### config.mk
export PLATFORM = sky130hd
export DESIGN_NAME = pipe_hazard_ctrl
export DESIGN_NICKNAME = d
export VERILOG_FILES = /design/src/rtl/pipe_hazard_ctrl.sv
export SDC_FILE = /design/constraint.sdc
export NUM_CORES = 1
export LEC_CHECK = 0
export BUFFER_PORTS_ARGS = -buffer_cell sky130_fd_sc_hd__buf_2
export CAP_MARGIN = 20
export CORE_ASPECT_RATIO = 0.9
export CORE_MARGIN = 5
export CORE_UTILIZATION = 52
export CTS_BUF_LIST = sky130_fd_sc_hd__clkbuf_4 sky130_fd_sc_hd__clkbuf_8 sky130_fd_sc_hd__clkbuf_16
export DETAILED_ROUTE_END_ITERATION = 16
export PLACE_DENSITY_LB_ADDON = 0.15
export SYNTH_ARGS = -nofsm -noshare
export SYNTH_HDL_FRONTEND = slang
export SYNTH_SLANG_ARGS = --single-unit
### constraint.sdc
create_clock -name clock -period 4.3 [get_ports clock]
set_clock_uncertainty 0.05 [all_clocks]
set_input_delay 0.86 -clock clock [delete_from_list [all_inputs] [get_ports clock]]
set_output_delay 0.86 -clock clock [all_outputs]
set_load 0.005 [all_outputs]
### src/rtl/pipe_hazard_ctrl.sv
// Front-end sequencing controller: load-use and HI/LO interlocks, branch kill,
// imem wait absorption, mult/div occupancy tracking and a stall-cycle counter.
module pipe_hazard_ctrl #(
    parameter int MUL_LAT = 5,
    parameter int DIV_LAT = 10,
    parameter int CNT_W   = 4
) (
    input  logic        clock,
    input  logic        reset,
    input  logic [4:0]  d_rs,
    input  logic [4:0]  d_rt,
    input  logic        d_use_rs,
    input  logic        d_use_rt,
    input  logic        d_is_md,
    input  logic        d_md_div,
    input  logic        d_reads_hilo,
    input  logic [4:0]  e_wr_reg,
    input  logic        e_is_load,
    input  logic        branch_taken,
    input  logic        imem_ready,
    output logic        pc_en,
    output logic        fd_en,
    output logic        fd_flush,
    output logic        de_flush,
    output logic        md_busy,
    output logic        md_done,
    output logic [15:0] stall_cycles
);

    localparam logic [CNT_W-1:0] MUL_CNT = CNT_W'(MUL_LAT);
    localparam logic [CNT_W-1:0] DIV_CNT = CNT_W'(DIV_LAT);

    typedef enum logic {
        IDLE = 1'b0,
        BUSY = 1'b1
    } md_state_t;

    md_state_t        md_state_reg, md_state_next;
    logic [CNT_W-1:0] md_cnt_reg, md_cnt_next;
    logic             md_done_reg, md_done_next;
    logic [15:0]      stall_cnt_reg, stall_cnt_next;

    logic [1:0][4:0]  d_src;
    logic [1:0]       d_use;
    logic [1:0]       src_match;
    logic             load_use;
    logic             md_stall;
    logic             hazard;
    logic             md_accept;

    assign d_src = {d_rt, d_rs};
    assign d_use = {d_use_rt, d_use_rs};

    genvar gi;
    generate
        for (gi = 0; gi < 2; gi++) begin : g_src
            assign src_match[gi] = d_use[gi] && (d_src[gi] == e_wr_reg);
        end
    endgenerate

    // r0 writes are architecturally discarded, so they never create a dependency
    assign load_use  = e_is_load && (e_wr_reg != 5'd0) && (|src_match);
    assign md_stall  = (md_state_reg == BUSY) && (d_reads_hilo || d_is_md);
    assign hazard    = load_use || md_stall;
    assign md_accept = d_is_md && !hazard;

    always_comb begin
        pc_en    = 1'b1;
        fd_en    = 1'b1;
        fd_flush = 1'b0;
        de_flush = 1'b0;
        if (!reset) begin
            pc_en    = 1'b0;
            fd_en    = 1'b0;
            fd_flush = 1'b1;
            de_flush = 1'b1;
        end else if (hazard) begin
            // hold F and D; D re-evaluates its branch once the hazard clears
            pc_en    = 1'b0;
            fd_en    = 1'b0;
            de_flush = 1'b1;
        end else if (branch_taken) begin
            fd_flush = 1'b1;
        end else if (!imem_ready) begin
            pc_en    = 1'b0;
            fd_flush = 1'b1;
        end
    end

    always_comb begin
        md_state_next = md_state_reg;
        md_cnt_next   = md_cnt_reg;
        md_done_next  = 1'b0;
        case (md_state_reg)
            IDLE: begin
                if (md_accept) begin
                    md_cnt_next   = d_md_div ? DIV_CNT : MUL_CNT;
                    md_state_next = BUSY;
                end
            end
            BUSY: begin
                // counts down regardless of pipeline stalls or imem waits
                md_cnt_next = md_cnt_reg - CNT_W'(1);
                if (md_cnt_reg == CNT_W'(1)) begin
                    md_state_next = IDLE;
                    md_done_next  = 1'b1;
                end
            end
            default: begin
                md_state_next = IDLE;
                md_cnt_next   = '0;
            end
        endcase
    end

    always_comb begin
        stall_cnt_next = stall_cnt_reg;
        if (!pc_en && (stall_cnt_reg != 16'hFFFF)) begin
            stall_cnt_next = stall_cnt_reg + 16'd1;
        end
    end

    always_ff @(posedge clock or negedge reset) begin
        if (!reset) begin
            md_state_reg  <= IDLE;
            md_cnt_reg    <= '0;
            md_done_reg   <= 1'b0;
            stall_cnt_reg <= 16'd0;
        end else begin
            md_state_reg  <= md_state_next;
            md_cnt_reg    <= md_cnt_next;
            md_done_reg   <= md_done_next;
            stall_cnt_reg <= stall_cnt_next;
        end
    end

    assign md_busy      = (md_state_reg == BUSY);
    assign md_done      = md_done_reg;
    assign stall_cycles = stall_cnt_reg;

endmodule

After elaboration in Yosys (flattened, before gate mapping)
Cells that the tools add are included.
- register bits: 22
- input port bits: 25
- output and inout bits: 22
- logic and storage cells: 45
- add/sub/neg operators: 2
- equality and inequality tests: 5
- mux-type cells: 20
- bitwise logic cells: 1
- reductions and logical operators: 13
- operator list (operator ; count):
    $add 16x1->16 const B ; 1
    $mux 1 ; 16
    $ne 16x16->1 const B ; 1
    $eq 5x5->1 ; 2
    $mux 4 ; 2
    $pmux 4 s2 ; 1
    $logic_and 1x1->1 ; 7
    $reduce_bool 5->1 ; 1
    $eq 4x1->1 const B ; 1
    $sub 4x1->4 const B ; 1
    $logic_not 1->1 ; 2
    $logic_or 1x1->1 ; 2
    $ne 2x2->1 const B ; 1
    $pmux 1 s2 ; 1
    $reduce_or 2->1 ; 1
    $not 1->1 ; 1

Longest topological paths before layout
- depth after elaboration: 9
- mapped depth: 7
- depth with buffers taken out: 6

Worst setup path after synthesis
OpenSTA, ideal clock, no wires.
- kind: input -> output
- from: input e_wr_reg[0]
- to: output pc_en
- data arrival time: 1.963 ns
- data required time: 3.390 ns
- path slack: 1.427 ns
- stages on the path: 4
- path buffers: 1
- cell sequence: or4_1 o21a_1 a21oi_4 buf_6
- longest elaborated chain between the ends: 7
- elaborated cells on any way between the ends: 11
- RTL lines (element ; line ; RTL):
    start, declared ; 17 ; input logic [4:0] e_wr_reg,
    $eq 5x5->1 ; 57 ; assign src_match[gi] = d_use[gi] && (d_src[gi] == e_wr_reg);
    $logic_and 1x1->1 ; 57 ;
    $reduce_or 2->1 ; 62 ; assign load_use = e_is_load && (e_wr_reg != 5'd0) && (|src_match);
    $logic_and 1x1->1 * ; 62 ;
    $logic_or 1x1->1 * ; 64 ; assign hazard = load_use || md_stall;
    $mux 1 * ; 77 ; end else if (hazard) begin
    $mux 1 * ; 72 ; if (!reset) begin
    end, declared ; 21 ; output logic pc_en,
Mark *: on every way between the ends. The rest lies on a longest branch, timed or not.

Worst setup path in the final report
Ends and elaborated chain as after synthesis.

==> impl_metrics.py <==
metrics = {
    "clocking": {
        "cts_num_sinks": 22,
        "numCtsBuffers": 3,
        "cts_resized": 0,
        "clock-root-buffer": "clkbuf_4",
        "clock_latency_ps": 310,
        "cts.path.max_buffers": 2,
        "cts_max_level": 1,
        "post_cts_buffers": 0,
        "ctsHoldBuffers": 0,
        "cts_tree": "yes",
        "clk_pin_slew_worst_paths_ps": 130,
    },
    "setup_path": {
        "end_kind": "primary output",
        "startpoint_type": "input port",
        "critical_path.top_delay_family": "compound AO/OA/AOI/OAI gates",
        "cpMostUsedCell": "buf_2",
        "reg2reg_from": "stall_cycles[2]",
        "crit_start": "e_wr_reg[0]",
        "cpPeakStageDelay_ps": 530,
        "required_ps": 3390,
        "crit_slowest_cell": "or4_1",
        "crit_arrival_ps": 2350,
        "worstPathCellList": "buf_2 > or4_1 > o21a_1 > a21oi_4 > buf_2",
        "crit_type": "in2out",
        "crit_buf_inv": 2,
        "cp_max_fo": 16,
    },
    "sta": {
        "setup_viol": 0,
        "fin_crit_sh_pct": 75.8,
        "tns_ps": 0,
        "worst_pin_slew_ps": 443,
        "rsz0062_at_grt": "false",
        "timing.fmax_mhz": 307,
        "slew_violations": 0,
        "layout_setup_ws_ps": 1040,
        "worst_hold_slack_ps": 446,
        "hold_viol": 0,
        "finalCriticalPeriod_ps": 3260,
        "relSlewSlack_pct": 70.3,
    },
    "power": {
        "seq_power_share_pct": 44.0,
        "p_clk_share_pct": 19.4,
        "switchingPower_w": 0.000292,
        "p_int_w": 0.000536,
        "peakVddDrop_mv": 0.338,
        "p_leak_nw": 0.738,
        "powerDensity_nw_per_um2": 522,
        "p_sw_share_pct": 35.2,
        "p_comb_share_pct": 36.6,
    },
    "yosys": {
        "netlist_instances": 125,
        "syn_area_um2": 1280,
        "ys.flop_type": "dfrtp_1",
        "synth_edf_count": 0,
        "ys_types": 36,
        "ys_ff_latch": 22,
        "ys_seq_area_share_pct": 43.1,
        "ys.warnings.count": 0,
        "avgSynthCellArea_um2": 10.2,
        "synth_fp_nets": 153,
        "async_reset_ff_share_pct": 100,
    },
    "drt": {
        "drtIter0Drc": 12,
        "drc_errors": 0,
        "ant_nets": 0,
        "first_pass_iters": 4,
        "vias": 1080,
        "drt-vias-per-instance": 5.35,
        "wl_per_cell_um": 13.9,
        "wl_mm": 2.80,
    },
    "die": {
        "die_x_um": 62.2,
        "rows": 17,
        "dieArea_um2": 3550,
        "die-height_um": 57,
        "initial_utilization_pct": 53.1,
        "io_pins": 47,
        "coreArea_um2": 2400,
    },
    "global_routing": {
        "overflow": 0,
        "antenna_found_initial": 0,
        "grt_pass1_vias": 1057,
        "grtUsageTotal_pct": 16.1,
        "grt_pass1_wl_mm": 4.71,
        "grt_max_degree": 26,
    },
    "placed_design": {
        "io_buffers": 46,
        "finalWeightedCongestion": 0.784,
        "place_ws_ps": 1040,
        "post-dp-hpwl_mm": 2.18,
    },
    "run": {
        "maxCapViolCount": 0,
    },
    "finish": {
        "antenna_cells": 0,
        "syn2layout_area_growth_pct": 24.3,
        "design.final.nets": 203,
        "mostFrequentLayoutCells": "buf_2, dfrtp_1, xor2_1",
        "drive_gt1_share_pct": 33.9,
        "final_common_cell": "buf_2",
        "largest_reg_flops": 16,
    },
    "min_path": {
        "holdCritPathClass": "in2async",
    },
    "run_status": {
        "status": "completed",
    },
}
[through the flow]
step                util, %  power, W  cells  instance area (um^2)
floorplan                 -  0.000551    125                  1280
finish                 66.0  0.000828    202                  1590
global placement       63.8  0.000652    198                  1530
detailed placement     63.8  0.000674    198                  1530
global route           66.0  0.000894    202                  1590
CTS                    66.0  0.000837    202                  1590
[power groups by stage]
stage	Clock (W)	Sequential, W	Combinational, W
2_1_floorplan	0	0.000353	0.000198
3_3_place_gp	0	0.000360	0.000293
3_5_place_dp	0	0.000368	0.000306
4_1_cts	0.000165	0.000364	0.000308
5_1_grt	0.000173	0.000378	0.000343
6_report	0.000161	0.000364	0.000303
[cell usage after synthesis, types with 2 or more instances]
cell	count	area (um^2)
a22oi_1	2	15.0
inv_1	4	15.0
o21ai_0	3	15.0
nor2_1	5	18.8
nor4b_1	4	35.0
nand2b_1	3	18.8
ha_1	3	37.5
nor3_1	9	45.0
and3_1	3	18.8
xor2_1	14	123
nand4_1	3	18.8
nand2_1	11	41.3
dfrtp_1	22	551
nand3_1	6	30.0
xnor2_1	12	105
[final cells by class]
cell class | count | area, um^2
clock buffer | 3 | 22.5
clock inverter | 1 | 30.0
fill | 218 | 817
inverter | 4 | 15.0
multi-input combinational | 97 | 696
sequential | 22 | 551
tap | 28 | 35.0
timing repair buffer | 47 | 238
[worst reg2reg max path, cell delays in order (launching register included)]
cell and delay [ps]:
dfrtp_1 460, nand3_1 140, nor2_1 200, nand3_1 210, nor3_2 460, nor2_2 90
mux2_4 310
[worst paths after layout]
| path | slack (ps) | cells past startpoint | endpoint |
|---|---|---|---|
| worst min register to register | 450 | 1 | stall_cycles[9] |
| min in group clock | 450 | 1 | stall_cycles[9] |
| worst min-delay path | 450 | 2 | stall_cycles[5] |
| max in group asynchronous | 3510 | 2 | stall_cycles[13] |
| worst max-delay path | 1040 | 5 | pc_en |
| worst max register to register | 2270 | 6 | stall_cycles[1] |
[layer usage]
layer | GRT usage [%] | share of wire (%)
met2 | 26.6 | 47
met1 | 20.6 | 45
met4 | 4.64 | 0.93
met5 | 0 | 0
met3 | 4.33 | 7.2
[cells by family (layout without fill, tap and decap cells)]
logic type      after synthesis  after routing  synth area share [%]
flops                        22             22                  43.1
compound gates               13             13                  8.43
mux                           1              1                  1.18
buf+inv                       6             55                  2.35
xor+xnor                     26             26                  17.8
simple gates                 54             54                  24.1
fa+ha+maj                     3              3                  2.94
Note: power is estimated with default switching activity, not from simulation.
